[src/rtl/multiply_unit_pkg.sv]
// Shared operation encodings, FSM states and type-decode helpers for multiply_unit.
package multiply_unit_pkg;

    typedef enum logic [2:0] {
        OP_MUL   = 3'b000,
        OP_MLA   = 3'b001,
        OP_UMULL = 3'b100,
        OP_UMLAL = 3'b101,
        OP_SMULL = 3'b110,
        OP_SMLAL = 3'b111
    } op_e;

    typedef enum logic [1:0] {
        ST_IDLE,
        ST_MUL,
        ST_FIX,
        ST_DONE
    } state_e;

    // 010/011 have no defined operation.
    function automatic logic op_undef(input logic [2:0] op);
        return op[2:1] == 2'b01;
    endfunction

    function automatic logic op_long(input logic [2:0] op);
        return op[2];
    endfunction

    function automatic logic op_signed(input logic [2:0] op);
        return op[2] & op[1];
    endfunction

    function automatic logic op_acc(input logic [2:0] op);
        return op[0];
    endfunction

endpackage

[src/rtl/multiply_unit_mul_step.sv]
// Combinational step: adds mcand * bits, shifted left by shamt, into a 2*WIDTH partial sum.
module mul_step #(
    parameter int WIDTH     = 32,
    parameter int STEP_BITS = 8,
    parameter int SHW       = 6
) (
    input  logic [WIDTH-1:0]     mcand_i,
    input  logic [STEP_BITS-1:0] bits_i,
    input  logic [SHW-1:0]       shamt_i,
    input  logic [2*WIDTH-1:0]   acc_i,
    output logic [2*WIDTH-1:0]   sum_o
);

    logic [2*WIDTH-1:0] pp;

    always_comb begin
        pp = '0;
        for (int i = 0; i < STEP_BITS; i++) begin
            if (bits_i[i]) begin
                pp = pp + ({{WIDTH{1'b0}}, mcand_i} << i);
            end
        end
        sum_o = acc_i + (pp << shamt_i);
    end

endmodule

[src/rtl/multiply_unit.sv]
// Iterative multiplier / multiply-accumulate: STEP_BITS of |b| per cycle, sign fix and accumulate in FIX.
// Latency N+2 cycles from accepting edge to done (2 for undefined types); start is ignored while busy.
module multiply_unit
    import multiply_unit_pkg::*;
#(
    parameter int WIDTH      = 32,
    parameter int STEP_BITS  = 8,
    parameter int EARLY_TERM = 0
) (
    input  logic               clk,
    input  logic               reset,
    input  logic               start,
    input  logic               flush,
    input  logic [2:0]         type_i,
    input  logic [WIDTH-1:0]   a,
    input  logic [WIDTH-1:0]   b,
    input  logic [WIDTH-1:0]   c,
    input  logic [WIDTH-1:0]   d,
    output logic               busy,
    output logic               done,
    output logic [2*WIDTH-1:0] result,
    output logic               n,
    output logic               z,
    output logic               undef
);

    localparam int N   = WIDTH / STEP_BITS;
    localparam int CW  = (N > 1) ? $clog2(N) : 1;
    localparam int SHW = $clog2(2 * WIDTH);

    state_e             state_q, state_d;
    logic [CW-1:0]      cnt_q, cnt_d;
    logic [2:0]         op_q, op_d;
    logic               neg_q, neg_d;
    logic [WIDTH-1:0]   mcand_q, mcand_d;
    logic [WIDTH-1:0]   mplier_q, mplier_d;
    logic [2*WIDTH-1:0] acc_q, acc_d;
    logic [2*WIDTH-1:0] accin_q, accin_d;
    logic [2*WIDTH-1:0] result_q, result_d;
    logic               n_q, n_d, z_q, z_d, undef_q, undef_d;

    logic               sa, sb;
    logic [WIDTH-1:0]   mag_a, mag_b, mplier_next;
    logic [SHW-1:0]     shamt;
    logic [2*WIDTH-1:0] step_sum, fixed, total;

    assign shamt = SHW'(cnt_q) * SHW'(STEP_BITS);

    mul_step #(
        .WIDTH     (WIDTH),
        .STEP_BITS (STEP_BITS),
        .SHW       (SHW)
    ) u_step (
        .mcand_i (mcand_q),
        .bits_i  (mplier_q[STEP_BITS-1:0]),
        .shamt_i (shamt),
        .acc_i   (acc_q),
        .sum_o   (step_sum)
    );

    always_comb begin
        state_d  = state_q;
        cnt_d    = cnt_q;
        op_d     = op_q;
        neg_d    = neg_q;
        mcand_d  = mcand_q;
        mplier_d = mplier_q;
        acc_d    = acc_q;
        accin_d  = accin_q;
        result_d = result_q;
        n_d      = n_q;
        z_d      = z_q;
        undef_d  = undef_q;

        sa          = op_signed(type_i) & a[WIDTH-1];
        sb          = op_signed(type_i) & b[WIDTH-1];
        mag_a       = sa ? (WIDTH'(0) - a) : a;
        mag_b       = sb ? (WIDTH'(0) - b) : b;
        mplier_next = mplier_q >> STEP_BITS;
        fixed       = neg_q ? ((2*WIDTH)'(0) - acc_q) : acc_q;
        total       = fixed + accin_q;

        case (state_q)
            ST_IDLE: begin
                if (start) begin
                    op_d     = type_i;
                    neg_d    = sa ^ sb;
                    mcand_d  = mag_a;
                    mplier_d = mag_b;
                    cnt_d    = '0;
                    acc_d    = '0;
                    if (!op_acc(type_i))      accin_d = '0;
                    else if (op_long(type_i)) accin_d = {c, d};
                    else                      accin_d = {{WIDTH{1'b0}}, c};
                    state_d  = op_undef(type_i) ? ST_FIX : ST_MUL;
                end
            end
            ST_MUL: begin
                acc_d    = step_sum;
                mplier_d = mplier_next;
                cnt_d    = cnt_q + CW'(1);
                if (cnt_q == CW'(N - 1) || (EARLY_TERM != 0 && mplier_next == '0)) begin
                    state_d = ST_FIX;
                end
            end
            ST_FIX: begin
                state_d = ST_DONE;
                if (op_undef(op_q)) begin
                    result_d = '0;
                    n_d      = 1'b0;
                    z_d      = 1'b1;
                    undef_d  = 1'b1;
                end else if (!op_long(op_q)) begin
                    result_d = {{WIDTH{1'b0}}, total[WIDTH-1:0]};
                    n_d      = total[WIDTH-1];
                    z_d      = (total[WIDTH-1:0] == '0);
                    undef_d  = 1'b0;
                end else begin
                    result_d = total;
                    n_d      = total[2*WIDTH-1];
                    z_d      = (total == '0);
                    undef_d  = 1'b0;
                end
            end
            default: begin
                state_d = ST_IDLE;
            end
        endcase

        // A flushed operation never commits, even from FIX.
        if (flush) begin
            state_d  = ST_IDLE;
            result_d = result_q;
            n_d      = n_q;
            z_d      = z_q;
            undef_d  = undef_q;
        end
    end

    always_ff @(posedge clk) begin
        if (reset) begin
            state_q  <= ST_IDLE;
            cnt_q    <= '0;
            op_q     <= '0;
            neg_q    <= 1'b0;
            mcand_q  <= '0;
            mplier_q <= '0;
            acc_q    <= '0;
            accin_q  <= '0;
            result_q <= '0;
            n_q      <= 1'b0;
            z_q      <= 1'b0;
            undef_q  <= 1'b0;
        end else begin
            state_q  <= state_d;
            cnt_q    <= cnt_d;
            op_q     <= op_d;
            neg_q    <= neg_d;
            mcand_q  <= mcand_d;
            mplier_q <= mplier_d;
            acc_q    <= acc_d;
            accin_q  <= accin_d;
            result_q <= result_d;
            n_q      <= n_d;
            z_q      <= z_d;
            undef_q  <= undef_d;
        end
    end

    assign busy   = (state_q != ST_IDLE);
    assign done   = (state_q == ST_DONE);
    assign result = result_q;
    assign n      = n_q;
    assign z      = z_q;
    assign undef  = undef_q;

endmodule

[config.mk]
export PLATFORM = sky130hd
export DESIGN_NAME = multiply_unit
export DESIGN_NICKNAME = d
export VERILOG_FILES = /design/src/rtl/multiply_unit_pkg.sv /design/src/rtl/multiply_unit_mul_step.sv /design/src/rtl/multiply_unit.sv
export SDC_FILE = /design/constraint.sdc
export NUM_CORES = 2
export LEC_CHECK = 0
export BUFFER_PORTS_ARGS = -buffer_cell sky130_fd_sc_hd__buf_2
export CORE_UTILIZATION = 50
export CTS_CLUSTER_DIAMETER = 40
export CTS_CLUSTER_SIZE = 40
export DETAILED_ROUTE_END_ITERATION = 16
export PLACE_DENSITY = 0.66
export SYNTH_ARGS = -nofsm -noshare
export SYNTH_HDL_FRONTEND = slang
export SYNTH_SLANG_ARGS = --single-unit
[constraint.sdc]
create_clock -name clk -period 23.3 [get_ports clk]
set_clock_uncertainty 0.1 [all_clocks]
set_input_delay 2.33 -clock clk [delete_from_list [all_inputs] [get_ports clk]]
set_output_delay 2.33 -clock clk [all_outputs]
set_load 0.01 [all_outputs]
==> summary.txt <==
Floorplanning
  • Die area: roughly 76000 sq um
  • Core ar.: 73500 sq um
  • Initial core utilization: 50.9%
  • Top Ports: 204
  • Row count: just under 100
  • Die height: roughly 280 um
  • Horiz. Die Dim: 275 um

Clock tree
  • CTS tree: yes
  • Post-CTS Setup Bufs: 0
  • Bufs on Longest Clock Path: 3
  • Root cell of the clock tree: clkbuf_16
  • Worst-path clk slew: ~0.060 ns
  • Clk Latency, worst-skew pair: 0.58 ns
  • Sink Count: roughly 270
  • CTS H-tree depth: 2
  • Post-CTS Hold Buffers: 0
  • Post_cts resized: 0
  • TritonCTS buffer count: 38

GRT
  • Congestion Overflow GR: 0
  • GR Util met3: 4.65%
  • First-pass GRT wire length: between 200 and 250 mm
  • Met1 usage: 50.6%
  • Initial antenna violation count: 3
  • Total global-route track usage: 34.8%
  • GR Layer Usage met2: 53.4%
  • GRT busiest layer: met2
  • Largest net degree at the start of global routing: 90
  • Vias in the first global route: 36.6k

Synthesis
  • Mux cell area share after synthesis: approximately 3.7%
  • Most numerous cell in the Yosys netlist: nand2_1
  • Ys async rst share: 0%
  • Mapped cell area: 37400 sq um
  • Mapped Avg Cell Area: 7.12 sq um
  • Synthesized Nets: 5764
  • Area contributors post-synth: dfxtp_1 (14%), ha_1 (12%), a21oi_1 (6.4%)
  • EDFF count, synth: 0
  • Top-area cell type share of the netlist area: 14.3%
  • Sequential area share after synthesis: 14.3%
  • Yosys warning total: 0
  • Post-synthesis compound-gate area fraction: 33.8%
  • Flops & latches, synth: ~270
  • Area share of fa/ha/maj cells after synthesis: 12.9%
  • Synth unique cells: between 100 and 150
  • Dominant cell type by area after synthesis: dfxtp_1
  • Synth Area in Simple Gates: a little under a quarter
  • Cell count after synthesis: 5251
  • XOR/XNOR share of the synthesized area: under 10%
  • Largest family of logic cells by synthesized area: compound AO/OA/AOI/OAI gates
  • Top cells by count, synth: nand2_1 (563), nor2_1 (541), a21oi_1 (477), ha_1 (369), o21ai_0 (343)
  • Top FF cell, synth: dfxtp_1

STA
  • Tightest Pin Transition: 1.43 ns
  • RSZ-0062 raised after global routing: false
  • Slew HR: 2.48%
  • # setup viols final: 0
  • Fmax: around 52 MHz
  • TNS Setup: 0 ns
  • Period utilisation layout: 81.8%
  • Max-slew violation count: 0
  • Minimum clock period: 19.06 ns
  • Hold Vio Cnt, Final: 0
  • Final worst slack: roughly 4.2 ns

Drt
  • Drt first pass iters: 6
  • Final WL: 137 mm
  • Wire per inst: 21.9 um
  • Via density: 6.52
  • Drt first-iter violations: slightly below 4k
  • DR vias: about 41k
  • # DRC: 0
  • Antenna Nets Post-Route: 0

Layout
  • Area Growth Syn to Fin: 7.77%
  • Antenna Cells: 0
  • Share of cells above drive strength 1: 9.27%
  • Fin cells: 6257
  • Final non-filler cell area: 40300 sq um
  • Fillers: between 7k and 8k
  • Nets: 5783

Placed design
  • Dpl hpwl: about 110 mm
  • Post-Place Cells: between 6k and 7k
  • Pre-CTS setup slack: 4.95 ns
  • GP Congestion: between 0.9 and 1
  • Port Buf Inserts: 203
  • Dpl cell area: 39000 sq um

Run status
  • Failing checks: max-capacitance violations
  • Run status: finished with violations

Worst setup path
  • Reg2Reg Setup Slack: roughly 4.2 ns
  • Arrival time worst endpoint: 19.43 ns
  • Critical Path Max Stage Delay: 0.75 ns
  • Crit Path Max Fanout: 16
  • Most used cell, CP: nand2_1
  • Crit. End Element: flop
  • Critical Path RT: 23.68 ns
  • Reg2Reg Depth: 74
  • RR Startpoint: mcand_q[2]
  • Reg2reg end: acc_q[60]
  • Worst path slowest cell: a222oi_1
  • CP Class: reg -> reg
  • Critical path startpoint category: flop

Min path
  • Hold depth: 2
  • Hold WC Path Type: reg -> reg
  • Hold EP: mplier_q[23]
  • Hold_sp: mplier_q[23]

Power and ir drop
  • P per Cell Area: 55.9 nW/um^2
  • Pleak: 18.3 nW
  • Final Power: 2.25 mW
  • Maximum vdd drop: 60.0 uV

Flow run
  • Maxcap violations: 1
placed cells by master, fill, tap and decap left out, types with 62 or more instances in the layout:
cell      count
nor2_1      540
nand3_1     116
xnor2_1     238
nor3_1       83
a211oi_1     76
a21oi_1     476
nand2_1     562
a21o_1      192
and2_1       63
o31ai_1      62
o21ai_0     343
buf_2       202
xor2_1      125
mux2_2       72
ha_1        368
a31oi_1      64
a22oi_1     149
inv_1       141
dfxtp_1     259
cell families (layout without fill, tap and decap cells):
| family | after synthesis | in the layout |
|---|---|---|
| simple gates | 1793 | 1793 |
| fa+ha+maj | 380 | 380 |
| mux | 127 | 127 |
| flops | 266 | 266 |
| buf+inv | 419 | 466 |
| xor+xnor | 363 | 363 |
| compound gates | 1903 | 1903 |
power by group:
part / leakage (nW) / total (mW) / switching [mW] / internal (mW)
combinational: 15.5 / 1.13 / 0.724 / 0.410
sequential: 2.16 / 0.511 / 0.0385 / 0.473
clock: 0.624 / 0.607 / 0.250 / 0.357
per-stage QoR:
step | utilization (%) | hold slack [ns]
final | 54.8 | 0.351
after global routing | 54.8 | 0.373
after CTS | 54.8 | 0.354
after detailed placement | 53.0 | 0.345
after global placement | 53.0 | 0.339
after floorplan | - | 0.332
sequential cells by signal (all words and copies together) (netlist names), 2 cells and up:
register  count
result       64
op_q          2
cnt_q         2
state_q       2
mplier_q     32
accin_q      64
acc_q        64
mcand_q      32
critical path, delay by kind of cell, from the launching register on:
kind                     cells  cell delay, ns
flip-flops                   1            0.72
AO/OA/AOI/OAI               29            8.79
AND/OR/NAND/NOR             24            4.04
multiplexers                 2            0.40
buffers and inverters        3            0.34
XOR/XNOR                     7            1.14
adder cells (fa/ha/maj)      9            3.45
how the worst max path moves through the flow:
stage | from | to | slack, ns | cells after the start
finish | mcand_q[2] | acc_q[60] | 4.24 | 74
global route | mcand_q[1] | acc_q[62] | 3.25 | 77
CTS | mcand_q[2] | acc_q[62] | 4.87 | 76
detailed placement | mcand_q[2] | acc_q[60] | 4.95 | 75
global placement | mcand_q[2] | acc_q[60] | 5.14 | 75
floorplan | mplier_q[0] | acc_q[60] | 7.35 | 83
per-layer routing:
layer	vias up	wire length [um]
li1	19600	-
met1	19400	64200
met2	1561	58500
met3	194	10700
met4	4	3730
met5	-	69
final cells by class:
cell class	instances	area, sq um	area share, %
clock buffers	39	965	2.40
flip-flops and latches	266	5330	13.2
inverters	147	552	1.37
multi-input cells	4566	30500	75.7
well taps	959	1200	2.98
clock inverters	29	353	0.876
repair buffers	251	1390	3.44
Power figures use the tool's default switching activity.
